### config.mk
export PLATFORM = sky130hd
export DESIGN_NAME = xgmii_tx_scheduler
export DESIGN_NICKNAME = d
export VERILOG_FILES = /design/src/rtl/xgmii_tx_scheduler.sv
export SDC_FILE = /design/constraint.sdc
export NUM_CORES = 1
export LEC_CHECK = 0
export CORE_MARGIN = 2
export CORE_UTILIZATION = 40
export CTS_CLUSTER_SIZE = 16
export DETAILED_ROUTE_END_ITERATION = 12
export PLACE_DENSITY = 0.74
export RECOVER_POWER = 100
export SLEW_MARGIN = 20
export SYNTH_ARGS = -nofsm -noshare
export SYNTH_HDL_FRONTEND = slang
export SYNTH_SLANG_ARGS = --single-unit
export TNS_END_PERCENT = 30
### constraint.sdc
create_clock -name i_clk -period 1.68 [get_ports i_clk]
set_input_delay 0.336 -clock i_clk [delete_from_list [all_inputs] [get_ports i_clk]]
set_output_delay 0.336 -clock i_clk [all_outputs]
set_load 0.02 [all_outputs]
### src/rtl/xgmii_tx_scheduler.sv
// XGMII TX scheduler: frames the MAC stream with preamble/SFD, /T/ and idles,
// keeps /S/ on lane 0 of a 64-bit block and enforces the IPG. Optional stats: XGMII_TX_SCHED_STATS_EN.
module xgmii_tx_scheduler #(
  parameter int IPG_BYTES  = 12,
  parameter int DATA_WIDTH = 32,
  parameter int CTRL_WIDTH = 4
) (
  input  logic                  i_clk,
  input  logic                  i_reset_n,
  input  logic [DATA_WIDTH-1:0] s_axis_tdata,
  input  logic [CTRL_WIDTH-1:0] s_axis_tkeep,
  input  logic                  s_axis_tvalid,
  input  logic                  s_axis_tlast,
  output logic                  s_axis_tready,
  output logic [DATA_WIDTH-1:0] o_xgmii_txd,
  output logic [CTRL_WIDTH-1:0] o_xgmii_txc,
  output logic                  o_xgmii_valid,
  input  logic                  i_xgmii_pause
`ifdef XGMII_TX_SCHED_STATS_EN
  ,
  output logic [15:0]           o_frame_cnt,
  output logic [15:0]           o_underrun_cnt
`endif
);

  localparam logic [31:0] IDLE_WORD  = 32'h0707_0707;
  localparam logic [31:0] START_WORD = 32'h5555_55FB;
  localparam logic [31:0] SFD_WORD   = 32'hD555_5555;
  localparam logic [31:0] TERM_WORD  = 32'h0707_07FD;
  localparam logic [31:0] ERROR_WORD = 32'hFEFE_FEFE;
  localparam logic [4:0]  IPG_MIN    = 5'(IPG_BYTES);
  localparam logic [4:0]  IPG_SAT    = 5'd31;

  typedef enum logic [2:0] {
    ST_IDLE, ST_PRE1, ST_PRE2, ST_DATA, ST_TERM, ST_IPG
  } state_t;

  state_t     state;
  logic       parity;
  logic       drop;
  logic [4:0] ipg_cnt;

  logic       advance;
  logic       accept;
  logic [5:0] ipg_sum;
  logic [4:0] ipg_inc;
  logic       partial;
  logic [31:0] last_word;
  logic [3:0]  last_ctrl;
  logic [4:0]  last_gap;

  assign advance       = !i_xgmii_pause;
  assign s_axis_tready = drop || (state == ST_DATA && advance);
  assign accept        = s_axis_tvalid && s_axis_tready;
  assign ipg_sum       = {1'b0, ipg_cnt} + 6'd4;
  assign ipg_inc       = (ipg_sum > 6'd31) ? IPG_SAT : ipg_sum[4:0];

  // Final beat with partial keep carries /T/ right after the last valid byte.
  always_comb begin
    // NOTE: every output gets a default first so no latch is inferred.
    partial   = 1'b1;
    last_word = s_axis_tdata;
    last_ctrl = 4'b0000;
    last_gap  = 5'd4;
    case (s_axis_tkeep)
      4'b0001: begin
        last_word = {8'h07, 8'h07, 8'hFD, s_axis_tdata[7:0]};
        last_ctrl = 4'b1110;
        last_gap  = 5'd3;
      end
      4'b0011: begin
        last_word = {8'h07, 8'hFD, s_axis_tdata[15:0]};
        last_ctrl = 4'b1100;
        last_gap  = 5'd2;
      end
      4'b0111: begin
        last_word = {8'hFD, s_axis_tdata[23:0]};
        last_ctrl = 4'b1000;
        last_gap  = 5'd1;
      end
      default: partial = 1'b0;
    endcase
  end

  // NOTE: asynchronous active-low reset; all sequential state uses non-blocking assignments.
  always_ff @(posedge i_clk or negedge i_reset_n) begin
    if (!i_reset_n) begin
      state         <= ST_IDLE;
      parity        <= 1'b0;
      drop          <= 1'b0;
      ipg_cnt       <= IPG_SAT;
      o_xgmii_txd   <= IDLE_WORD;
      o_xgmii_txc   <= 4'hF;
      o_xgmii_valid <= 1'b0;
    end else begin
      if (drop && accept && s_axis_tlast) drop <= 1'b0;
      if (advance) begin
        o_xgmii_valid <= 1'b1;
        parity        <= ~parity;
        case (state)
          ST_IDLE: begin
            o_xgmii_txd <= IDLE_WORD;
            o_xgmii_txc <= 4'hF;
            // The beat loaded now has parity 1, so /S/ on the next one is block-aligned.
            if (s_axis_tvalid && !drop && ipg_cnt >= IPG_MIN && parity) state <= ST_PRE1;
          end
          ST_PRE1: begin
            o_xgmii_txd <= START_WORD;
            o_xgmii_txc <= 4'b0001;
            state       <= ST_PRE2;
          end
          ST_PRE2: begin
            o_xgmii_txd <= SFD_WORD;
            o_xgmii_txc <= 4'b0000;
            state       <= ST_DATA;
          end
          ST_DATA: begin
            if (s_axis_tvalid) begin
              if (s_axis_tlast && partial) begin
                o_xgmii_txd <= last_word;
                o_xgmii_txc <= last_ctrl;
                ipg_cnt     <= last_gap;
                state       <= ST_IPG;
              end else begin
                o_xgmii_txd <= s_axis_tdata;
                o_xgmii_txc <= 4'b0000;
                if (s_axis_tlast) state <= ST_TERM;
              end
            end else begin
              o_xgmii_txd <= ERROR_WORD;
              o_xgmii_txc <= 4'hF;
              drop        <= 1'b1;
              state       <= ST_TERM;
            end
          end
          ST_TERM: begin
            o_xgmii_txd <= TERM_WORD;
            o_xgmii_txc <= 4'hF;
            ipg_cnt     <= 5'd4;
            state       <= ST_IPG;
          end
          ST_IPG: begin
            o_xgmii_txd <= IDLE_WORD;
            o_xgmii_txc <= 4'hF;
            ipg_cnt     <= ipg_inc;
            if (ipg_inc >= IPG_MIN) state <= ST_IDLE;
          end
          default: state <= ST_IDLE;
        endcase
      end
    end
  end

`ifdef XGMII_TX_SCHED_STATS_EN
  always_ff @(posedge i_clk or negedge i_reset_n) begin
    if (!i_reset_n) begin
      o_frame_cnt    <= '0;
      o_underrun_cnt <= '0;
    end else if (advance && state == ST_DATA) begin
      if (s_axis_tvalid && s_axis_tlast) o_frame_cnt <= o_frame_cnt + 16'd1;
      if (!s_axis_tvalid) o_underrun_cnt <= o_underrun_cnt + 16'd1;
    end
  end
`endif

endmodule

# After elaboration in Yosys (flattened, before gate mapping)
# Cells that the tools add are included.
word_totals:
  regBits: 47
  input_bits: 41
  out_inout_bits: 38
op_classes:
  n_addsub: 1
  reduce_logical: 22
  n_eq_ne: 13
  n_bitwise: 2
  magnitude_cmp: 3
  mux: 24
ops:
  columns: ["operator", "n"]
  rows:
  - ["32-bit one-hot mux with 5 select lines", 1]
  - ["32-bit one-hot mux with 3 select lines", 1]
  - ["32-bit 2-to-1 mux", 2]
  - ["3-bit one-hot mux with 6 select lines", 1]
  - ["4-bit one-hot mux with 4 select lines", 1]
  - ["3-bit 2-to-1 mux", 5]
  - ["5-bit 2-to-1 mux", 3]
  - ["5-bit one-hot mux with 3 select lines", 1]
  - ["4-bit one-hot mux with 3 select lines", 1]
  - ["5-bit by 4-bit >= comparator with 1-bit output (second input constant)", 2]
  - ["3-bit one-hot mux with 3 select lines", 1]
  - ["1-bit logical AND", 8]
  - ["4-bit 2-to-1 mux", 2]
  - ["4-bit AND reduction", 2]
  - ["5-bit by 3-bit adder with 6-bit output (second input constant)", 1]
  - ["3-bit by 2-bit equality test with 1-bit output (second input constant)", 2]
  - ["3-bit equality test (second input constant)", 2]
  - ["6-bit by 5-bit > comparator with 1-bit output (second input constant)", 1]
  - ["2-bit != test (second input constant)", 3]
  - ["3-bit OR reduction", 2]
  - ["1-bit 2-to-1 mux", 5]
  - ["5-bit nonzero test", 1]
  - ["4-bit by 1-bit equality test with 1-bit output (second input constant)", 1]
  - ["4-bit by 2-bit equality test with 1-bit output (second input constant)", 1]
  - ["other kinds (12)", 15]

# Logic depth before layout (Yosys ltp)
logic_depth:
  word_depth: 10
  mapped_depth: 6
  mapped_depth_nobuf: 6

# Worst setup path after synthesis
# Ideal clock, no wire load.
synth_timing:
  kind: "reg2reg"
  start: "reg ipg_cnt[2]"
  end: "reg state[0]"
  stages_incl_launch_ff: 7
  required_time_ps: 1544
  path_buffers: 0
  setup_time_ps: 136
  setup_slack_ps: 45
  synth_period_minus_slack_ps: 1635
  arrival_time_ps: 1499
  path_cell_list: "dfstp_2 > ha_1 > nor2_1 > a21o_1 > a31oi_1 > o311ai_1 > mux2i_1"
synth_via:
  elab_chain_len: 6
synth_lines:
  columns: ["item", "line_no", "text"]
  rows:
  - ["start: declaration", "41", "logic [4:0] ipg_cnt;"]
  - ["start signal: assignment", "122", "ipg_cnt <= last_gap;"]
  - ["start signal: assignment", "145", "ipg_cnt <= ipg_inc;"]
  - ["5-bit by 3-bit adder with 6-bit output", "55", "assign ipg_sum = {1'b0, ipg_cnt} + 6'd4;"]
  - ["6-bit by 5-bit > comparator with 1-bit output", "56", "assign ipg_inc = (ipg_sum > 6'd31) ? IPG_SAT : ipg_sum[4:0];"]
  - ["5-bit 2-to-1 mux", "56", null]
  - ["5-bit by 4-bit >= comparator with 1-bit output", "146", "if (ipg_inc >= IPG_MIN) state <= ST_IDLE;"]
  - ["2-bit != test (no source line)", null, null]
  - ["4-bit AND reduction (no source line) (*)", null, null]
  - ["end signal: assignment", "140", "state <= ST_IPG;"]
  - ["end signal: assignment", "146", null]
  - ["end signal: assignment", "148", "default: state <= ST_IDLE;"]
  - ["end: declaration", "38", "state_t state;"]
# Every way passes the cells marked *; elsewhere a longest branch is shown, timed or not.
# A chain may end at the register's enable or synchronous reset.

# Worst setup path after layout
layout_timing:
  start: "reg state[2]"
  end: "out s_axis_tready"
layout_via:
  elab_chain_len: 3
layout_lines:
  columns: ["item", "line_no", "text"]
  rows:
  - ["start signal: assignment", "88", "state <= ST_IDLE;"]
  - ["start signal: assignment", "105", "if (s_axis_tvalid && !drop && ipg_cnt >= IPG_MIN && parity) state <= ST_PRE1;"]
  - ["start signal: assignment", "110", "state <= ST_PRE2;"]
  - ["3-bit by 2-bit equality test with 1-bit output", "53", "assign s_axis_tready = drop || (state == ST_DATA && advance);"]
  - ["1-bit logical AND", "53", null]
  - ["1-bit logical OR", "53", null]
  - ["end: declaration", "14", "output logic s_axis_tready,"]
# No other way between the ends.

==> impl_metrics.yaml <==
detailed_routing:
  ant_nets: 0
  routedWlPerCell_um: 16.1
  drtPass1Iterations: 4
  routed-via-count: 2420
  post-route-drc-count: 0
  wirelength_um: 7270
  via_per_inst: 5.37
  drtIter0Drc: 178
setup_path:
  crit_top_cell: "nand2b_4"
  cp_slowest_cell: "dfrtp_2"
  cp_slowest_stage_delay_ns: 0.46
  r2r-end: "state[1]$_DFFE_PN0P_"
  r2r_start: "ipg_cnt[3]$_DFFE_PN1P_"
  crit_path_max_fanout: 4
  worstSetupStartpointType: "register"
  worst-endpoint-required_ns: 1.34
  reg2regPathDepth: 7
  crit_start: "state[2]$_DFFE_PN0P_"
  critical_path_arrival_ns: 1.33
  endpoint: "s_axis_tready"
  crit_path_end_kind: "output pin"
  path_class: "reg2out"
  worstPathCellList: "nand2b_4 > nor2_4 > nand2_2 > nand2b_4 > buf_6"
  regToRegSetupSlack_ns: 0.02
pwr:
  p_per_area_mw_per_mm2: 1680
  p_comb_frac: 0.546
  switchingPower_w: 0.00255
  p_leak_nw: 1.58
  p_int_w: 0.00372
  power.total_w: 0.00627
  swShare: 0.407
  seq_power_share: 0.337
  ir_worst_vdd_mv: 0.952
  power_frac_clock: 0.117
floorplan:
  initial_utilization: 0.407
  row_count: 28
  fp.dieW_um: 80.9
  fp.coreArea_mm2: 0.00582
  die_h_um: 80.9
  die_area_mm2: 0.00655
  ioPinCount: 79
synth:
  ys_types: 48
  synth.area.top_cells: "dfrtp_1 (27%), dfstp_2 (23%), a21oi_1 (5.3%)"
  synthCells: 255
  synth_top_family_by_area: "compound AO/OA/AOI/OAI gates"
  yosysSeqAreaShare: 0.508
  ys.flop_type: "dfrtp_1"
  async_flop_share: 1.00
  yosysMostFrequentCell: "nand2_1"
  synth_area_mm2: 0.00237
  ys_warn_count: 0
  synth_compound_area_frac: 0.280
  synth-xor-area-share: 0.00370
  synth.avg_cell_area_um2: 9.28
  synthAdderAreaFrac: 0.00529
  synth-seq-cells: 47
  synth_simple_gate_area_frac: 0.159
  synthMuxAreaShare: 0.00899
  synth_top_area_frac: 0.275
  syn_nets: 297
  synth_top_cell_by_area: "dfrtp_1"
  synth_edf_count: 0
  yosys-top-cells-count: "nand2_1 (28), dfrtp_1 (26), a21oi_1 (25)"
clocking:
  clk_latency_ns: 0.30
  numCtsBuffers: 5
  cts_tree: "built"
  htree_levels: 2
  cts-root-buf: "clkbuf_8"
  cts_hold_buf: 0
  clock_sinks: 47
  clk_path_buf_depth: 2
  clk_pin_slew_ns: 0.09
timing:
  report.final.hold_viol_count: 0
  slew_viol_final: 0
  rsz0062_at_grt: "yes"
  setup_tns_ns: 0
  fmax_mhz: 599
  setup_viol: 0
  fin_ws_ns: 0.0107
  fin_crit_sh: 0.994
  clock_skew_ns: 0.00416
  holdWs_ns: 0.352
  fin_crit_ns: 1.67
  worst_pin_slew_ns: 1.17
  slew-limit-headroom: 0.220
finish:
  final_nets: 417
  diodes: 0
  drive_gt1_frac: 0.269
  fin_cells: 451
  syn_to_final_growth_pct: 58.0
place:
  portBuffers: 78
  dp.cells: 436
  globalplace.congestion: 0.862
  place_hpwl_um: 5100
  pre_cts_slack_ns: -0.422
hold_path:
  hp-class: "in2async"
global_routing:
  grt_overflow: 0
  grt_max_degree: 48
  antenna_found_initial: 0
  track_usage: 0.223
  grt_pass1_wl_um: 11200
  first_global_vias: 2331
run:
  max-cap-violations: 0
outcome:
  status: "finished clean"
==> final cells by class <==
class	instances	area, µm²
clock buffers	6	82.6
clock inverters	2	13.8
fillers	530	2070
inverters	8	30.0
multi-input cells	187	1190
flip-flops and latches	47	1200
well taps	75	93.8
repair buffers	126	1120
==> layout by cell type, fill, tap and decap left out, drive strengths merged, types with 3 or more instances in the layout <==
cell           Yosys  final
a21o               3      3
a21oi             26     26
a31oi              5      5
buf                4     47
clkbuf             9     10
clkdlybuf4s50      0     56
dfrtp             26     26
dfstp             21     21
dlygate4sd2        0     16
dlymetal6s2s       0      3
inv                8      9
nand2             28     28
nand2b             9      9
nand3              4      4
nor2              25     25
nor2b              5      5
nor3               4      4
o21a               9      9
o21ai             27     27
o22a               6      6
o22ai              3      3
o32a               3      3
==> sequential cells by signal (all words and copies together), names as in the netlist <==
signal,flops
o_xgmii_txd,32
ipg_cnt,5
o_xgmii_valid,1
drop,1
o_xgmii_txc,4
parity,1
state,3
==> per-layer routing <==
layer	up-vias	routed length, µm	GRT usage
met3	8	559	0.0500
met5	-	0	0
met2	91	3610	0.366
li1	1165	-	-
met4	0	79	0.0610
met1	1156	3020	0.297
==> cells by family (layout without fill, tap and decap cells) <==
| group | count (synthesis) | after routing |
|---|---|---|
| flip-flops | 47 | 47 |
| adder cells (fa/ha/maj) | 1 | 1 |
| AND/OR/NAND/NOR | 82 | 82 |
| multiplexers | 2 | 2 |
| buffers and inverters | 21 | 142 |
| XOR/XNOR | 1 | 1 |
| AO/OA/AOI/OAI | 101 | 101 |
==> power by group through the flow <==
stage,Combinational [W],Sequential [W],Clock [W]
floorplan,0.00120,0.00258,0
global placement,0.00318,0.00209,0
detailed placement,0.00325,0.00211,0
CTS,0.00317,0.00209,0.000754
global route,0.00372,0.00218,0.000796
finish,0.00342,0.00211,0.000732
==> stage by stage <==
| stage | area [µm²] | utilization |
|---|---|---|
| global placement | 3510 | 0.603 |
| CTS | 3600 | 0.619 |
| global route | 3740 | 0.643 |
| floorplan | 2370 | - |
| detailed placement | 3510 | 0.603 |
| finish | 3740 | 0.643 |
==> worst min path at each step <==
stage,endpoint,slack [ns],cells past startpoint
CTS,o_xgmii_valid$_DFFE_PN0N_,0.01,2
global placement,parity$_DFFE_PN0N_,0.34,2
finish,o_xgmii_txd[27]$_DFFE_PN0P_,0.35,2
global route,o_xgmii_txd[29]$_DFFE_PN0P_,0.43,2
floorplan,drop$_DFF_PN0_,0.04,0
detailed placement,o_xgmii_txd[27]$_DFFE_PN0P_,0.34,2
==> timing repair <==
| item | 4_1_cts | 5_1_grt |
|---|---|---|
| gates resized for setup | 26 | 34 |
| endpoints found under the setup margin | 29 | 25 |
| pin swaps | 1 | 8 |
| setup buffers | 0 | 6 |
| gates cloned | 0 | 1 |
==> worst max-delay path: cells and delay by family, from the launching register on <==
kind / cells / cell delay, ns
flops: 1 / 0.46
simple gates: 4 / 0.44
buf+inv: 1 / 0.12
Note: power is estimated with default switching activity, not from simulation.
